===== src/rtl/ucomb_pkg.sv =====
// rtl/ucomb_pkg.sv - shared state type, widths and stimulus field map for the ucomb scan driver
package ucomb_pkg;

  localparam int UCOMB_IN_W  = 27;
  localparam int UCOMB_OUT_W = 6;

  localparam int UCOMB_U21_OFS = 0;
  localparam int UCOMB_U31_OFS = 4;
  localparam int UCOMB_U41_OFS = 10;
  localparam int UCOMB_U22_OFS = 20;
  localparam int UCOMB_SEL_OFS = 26;

  // Reference-path vector: u21 inputs 4'b0011 with the select bit steering to the reference side.
  localparam logic [UCOMB_IN_W-1:0] UCOMB_REFMODE = 27'h4000003;

  typedef enum logic [2:0] {
    ST_IDLE,
    ST_SHIFT_IN,
    ST_APPLY,
    ST_SETTLE,
    ST_CAPTURE,
    ST_SHIFT_OUT,
    ST_DONE
  } ucomb_state_e;

  function automatic int ucomb_max3(input int a, input int b, input int c);
    int m;
    m = (a > b) ? a : b;
    return (m > c) ? m : c;
  endfunction

endpackage


===== src/rtl/ucomb_shift_reg.sv =====
// rtl/ucomb_shift_reg.sv - LSB-first load/shift register with synchronous clear
module ucomb_shift_reg #(
  parameter int W = 8
) (
  input  logic         clk,
  input  logic         rst_n,
  input  logic         clr,
  input  logic         load,
  input  logic         shift,
  input  logic         sin,
  input  logic [W-1:0] pdata,
  output logic [W-1:0] q
);

  // New bits enter at the MSB so the first serial bit ends up in q[0].
  always_ff @(posedge clk or negedge rst_n) begin
    if (!rst_n) begin
      q <= '0;
    end else if (clr) begin
      q <= '0;
    end else if (load) begin
      q <= pdata;
    end else if (shift) begin
      q <= {sin, q[W-1:1]};
    end
  end

endmodule


===== src/rtl/ucomb_scan_driver.sv =====
// rtl/ucomb_scan_driver.sv - serial stimulus in, atomic apply, settle, capture, serial result out
module ucomb_scan_driver
  import ucomb_pkg::*;
#(
  parameter int IN_W   = UCOMB_IN_W,
  parameter int OUT_W  = UCOMB_OUT_W,
  parameter int SETTLE = 2
) (
  input  logic             clk,
  input  logic             rst_n,
  input  logic             start,
  input  logic             abort,
  input  logic             sdi,
  output logic [IN_W-1:0]  dut_in,
  input  logic [OUT_W-1:0] dut_out,
  output logic             sdo,
  output logic             sdo_valid,
  output logic             busy,
  output logic             done
);

  localparam int CNT_W = $clog2(ucomb_max3(IN_W, OUT_W, SETTLE) + 1);

  ucomb_state_e     state;
  logic [CNT_W-1:0] cnt;
  logic [IN_W-1:0]  shadow;
  logic [OUT_W-1:0] capture;
  logic             sh_shift;
  logic             cap_load;
  logic             cap_shift;

  // Abort freezes capture but wipes the partially shifted stimulus.
  always_comb begin
    sh_shift  = 1'b0;
    cap_load  = 1'b0;
    cap_shift = 1'b0;
    if (!abort) begin
      sh_shift  = (state == ST_SHIFT_IN);
      cap_load  = (state == ST_CAPTURE);
      cap_shift = (state == ST_SHIFT_OUT);
    end
  end

  ucomb_shift_reg #(.W(IN_W)) u_shadow (
    .clk   (clk),
    .rst_n (rst_n),
    .clr   (abort),
    .load  (1'b0),
    .shift (sh_shift),
    .sin   (sdi),
    .pdata ('0),
    .q     (shadow)
  );

  ucomb_shift_reg #(.W(OUT_W)) u_capture (
    .clk   (clk),
    .rst_n (rst_n),
    .clr   (1'b0),
    .load  (cap_load),
    .shift (cap_shift),
    .sin   (1'b0),
    .pdata (dut_out),
    .q     (capture)
  );

  always_ff @(posedge clk or negedge rst_n) begin
    if (!rst_n) begin
      state     <= ST_IDLE;
      cnt       <= '0;
      dut_in    <= '0;
      sdo       <= 1'b0;
      sdo_valid <= 1'b0;
      busy      <= 1'b0;
      done      <= 1'b0;
    end else if (abort) begin
      state     <= ST_IDLE;
      cnt       <= '0;
      sdo_valid <= 1'b0;
      busy      <= 1'b0;
      done      <= 1'b0;
    end else begin
      done <= 1'b0;
      case (state)
        ST_IDLE: begin
          if (start) begin
            state <= ST_SHIFT_IN;
            cnt   <= '0;
            busy  <= 1'b1;
          end
        end
        ST_SHIFT_IN: begin
          if (cnt == CNT_W'(IN_W - 1)) begin
            state <= ST_APPLY;
            cnt   <= '0;
          end else begin
            cnt <= cnt + 1'b1;
          end
        end
        ST_APPLY: begin
          dut_in <= shadow;
          state  <= ST_SETTLE;
          cnt    <= '0;
        end
        ST_SETTLE: begin
          if (cnt == CNT_W'(SETTLE - 1)) begin
            state <= ST_CAPTURE;
            cnt   <= '0;
          end else begin
            cnt <= cnt + 1'b1;
          end
        end
        ST_CAPTURE: begin
          state <= ST_SHIFT_OUT;
          cnt   <= '0;
        end
        ST_SHIFT_OUT: begin
          // capture shifts right in step, so bit 0 is always the next result bit
          sdo       <= capture[0];
          sdo_valid <= 1'b1;
          if (cnt == CNT_W'(OUT_W - 1)) begin
            state <= ST_DONE;
            cnt   <= '0;
          end else begin
            cnt <= cnt + 1'b1;
          end
        end
        ST_DONE: begin
          done      <= 1'b1;
          sdo       <= 1'b0;
          sdo_valid <= 1'b0;
          busy      <= 1'b0;
          state     <= ST_IDLE;
        end
        default: begin
          state <= ST_IDLE;
          busy  <= 1'b0;
        end
      endcase
    end
  end

endmodule


===== config.mk =====
export PLATFORM = sky130hd
export DESIGN_NAME = ucomb_scan_driver
export DESIGN_NICKNAME = d
export VERILOG_FILES = /design/src/rtl/ucomb_pkg.sv /design/src/rtl/ucomb_shift_reg.sv /design/src/rtl/ucomb_scan_driver.sv
export SDC_FILE = /design/constraint.sdc
export NUM_CORES = 1
export LEC_CHECK = 0
export ABC_AREA = 1
export BUFFER_PORTS_ARGS = -buffer_cell sky130_fd_sc_hd__clkbuf_2
export CAP_MARGIN = 30
export CORE_AREA = 2 2 88 90
export CTS_CLUSTER_SIZE = 10
export DETAILED_ROUTE_END_ITERATION = 6
export DIE_AREA = 0 0 90 92
export PLACE_DENSITY_LB_ADDON = 0.2
export SLEW_MARGIN = 25
export SYNTH_ARGS = -nofsm -noshare
export SYNTH_HDL_FRONTEND = slang
export SYNTH_SLANG_ARGS = --single-unit

===== constraint.sdc =====
create_clock -name clk -period 3.8 [get_ports clk]
set_input_delay 0.38 -clock clk [delete_from_list [all_inputs] [get_ports clk]]
set_output_delay 0.38 -clock clk [all_outputs]
set_load 0.01 [all_outputs]

==> impl_results.md <==
- Final wirelength: around 5.8 mm
- Post CTS Setup Buffer Count: 0
- Die Y: between 90 and 100 um
- Worst setup path start: state[0]$_DFFE_PN0P_
- DIE AREA: 8280 um^2
- Clk root buf: clkbuf_8
- Final hold slack: 0.118 ns
- IO Pins: between 40 and 50
- Area after DPL: 3430 um^2
- Finished Layout Cells: about 470
- Status: finished clean
- # diodes: 0
- DR vias/cell: just under 5
- Crit Path Category: reg -> reg
- Post-Synthesis Cells: about 320
- Routed length per instance: approximately 12 um
- Cells along the critical path: nor2_2 -> inv_2 -> nor2_4 -> inv_4 -> nand2_1 -> o21ai_2
- Grt total ovfl: 0
- Synthesis-to-layout area growth: 13.5%
- Post-synthesis sequential area ratio: a little under three fifths
- Post-CTS resize count: 0
- Buf/Inv on CP: 2
- TritonCTS buffer count: 9
- WP data required: between 4 and 5 ns
- Clock skew: around 0.01 ns
- Port bufs: 41
- Worst R2R Start: state[0]$_DFFE_PN0P_
- Layout Nets: about 370
- DPL Wire Length: between 3 and 4 mm
- Initial antenna violation count: 0
- RSZ-0062 raised after global routing: no
- Post-Syn Nets: 332
- Vias in the first global route: around 2200
- Reg2Reg Setup Slack: about 2.1 ns
- Placer Congestion: 0.856
- Utilization after layout: about half
- Crit path max fanout: 54
- TNS Setup: 0 ns
- Top cells by area, synth: dfrtp_1, o21ai_2, nand2_1, inv_1, o22ai_1
- Vias: 2270
- Maximum buffer depth of the clock tree: 2
- Critical path depth: 6
- CP arrival: between 1.5 and 2 ns
- DRC: 0
- Starting Density: a little over two fifths
- Layout cells sized above 1: 31.0%
- FILL cells: about 740
- Synth Register Bits: between 70 and 80
- CTS sink cnt: between 70 and 80
- Least-Margin Pin Slew: 0.798 ns
- Startpoint Class: flip-flop
- Worst-path clk slew: approximately 0.08 ns
- Critical path endpoint: dut_in[15]$_DFFE_PN0P_
- Commonest non-fill, non-tap cell in the layout: dfrtp_1
- RR Endpoint: dut_in[15]$_DFFE_PN0P_
- HP Class: in -> async
- Worst Setup End Kind: flip-flop
- GRT Util Overall: 15.7%
- Share of the synthesized area in the top cell type: between 50% and 60%
- Maxcap violations: 0
- CTS tree: yes
- Number of placed cells counting well taps: between 400 and 500
- Leak: 1.73 nW
- Post-DRT Antenna Nets: 0
- Final instance area: about 3600 um^2
- Synth Area per Inst: 10.0 um^2
- Rows: 32
- Period utilisation layout: approximately 44%
- Initial drt markers: approximately 120
- CP max stage delay: 0.60 ns
- Mapped Area: ~3200 um^2
- First-pass GRT wire length: around 10 mm
- Final hold violations: 0
- Clock latency on the worst-skew pair: ~0.34 ns
- Worst path slowest cell: dfrtp_1
- Slew headroom: a little under half
- # setup viols final: 0
- Core footprint: 7450 um^2
- Post-route minimum period: between 1.5 and 2 ns
- Synth area leader: dfrtp_1
- Synth warn: 0
- Reg2Reg Depth: 6
- Pins Over Slew Limit: 0
- CTS Hold Bufs: 0
- CP delay by family, top: flip-flops
- Die span in x: approximately 90 um
- Most frequent cells in the layout: dfrtp_1, nand2_1, inv_1, clkbuf_2, o21ai_2
- Unique cell type count in the Yosys netlist: 30
- H-tree levels: 3
- Maximum clock rate: a little under 0.6 GHz
- IR drop worst, VDD: ~0.35 mV
- Pin count of the biggest net entering global routing: 55
- Initial DRT Pass Iterations: 4
- Pwr dens: 688 nW/um^2
[synth_stat cells]
| master | count |
|---|---|
| dfrtp_1 | 72 |
| nand2_1 | 63 |
| inv_1 | 43 |
| o21ai_2 | 28 |
| o22ai_1 | 23 |
| nand3_1 | 13 |
| nor2_1 | 10 |
| nand2_2 | 9 |
| buf_6 | 8 |
| o21ai_0 | 6 |
| a21oi_1 | 4 |
| buf_2 | 3 |
| ha_1 | 3 |
| inv_2 | 3 |
| nor2_2 | 3 |
| nor2_4 | 3 |
| o21a_1 | 3 |
| o21ai_1 | 3 |
| o22ai_2 | 3 |
| inv_4 | 2 |
| nand4_1 | 2 |
| nor3_1 | 2 |
| o211ai_1 | 2 |
| a21oi_2 | 1 |
| buf_4 | 1 |
| nand3_2 | 1 |
| nand3b_2 | 1 |
| o2111ai_1 | 1 |
| o31ai_1 | 1 |
| xnor2_1 | 1 |
[stage by stage]
stage / power (mW) / setup WS [ns]
floorplan: 1.69 / 2.55
global placement: 1.91 / 2.14
global route: 2.68 / 1.94
detailed placement: 1.92 / 2.13
finish: 2.49 / 2.12
CTS: 2.52 / 2.10
[worst min-delay path by stage]
stage	depth (start not counted)	to	slack (ns)
after floorplan	0	busy$_DFFE_PN0P_	0.08
after global placement	2	dut_in[10]$_DFFE_PN0P_	0.46
after detailed placement	2	dut_in[8]$_DFFE_PN0P_	0.47
after CTS	1	dut_in[5]$_DFFE_PN0P_	0.13
after global routing	1	dut_in[5]$_DFFE_PN0P_	0.18
final	1	dut_in[5]$_DFFE_PN0P_	0.12
[cells by family after synthesis]
group | count (synthesis) | share of synthesized area (%)
AND/OR/NAND/NOR | 107 | 15.4
AO/OA/AOI/OAI | 75 | 17.4
flip-flops | 72 | 56.4
buffers and inverters | 60 | 9.33
adder cells (fa/ha/maj) | 3 | 1.18
XOR/XNOR | 1 | 0.274
[state kept, by name (all words and copies together), names as in the netlist]
signal,cells
state,3
sdo,1
u_shadow.q,27
u_capture.q,6
sdo_valid,1
dut_in,27
busy,1
cnt,5
done,1
[power breakdown]
group          switching (mW)  internal, mW
Clock                   0.297         0.303
Combinational           0.499         0.298
Sequential              0.131         0.964
Total                   0.927          1.57
[layer usage]
layer  up-vias  global-route usage, %  share of wire, %
li1       1131                      -                 -
met5         -                      0                 0
met2        53                   23.6                44
met1      1076                   21.5                50
met4         0                   6.15               2.3
met3        10                   4.77               4.1
[cell type report]
class | instances | area [um^2] | share of cell area (%)
sequential | 72 | 1800 | 49.7
inverter | 48 | 185 | 5.11
timing repair buffer | 43 | 220 | 6.08
tap | 102 | 128 | 3.52
multi-input combinational | 186 | 1090 | 30.1
clock buffer | 9 | 124 | 3.42
clock inverter | 7 | 72.6 | 2.00
Power figures use the tool's default switching activity.
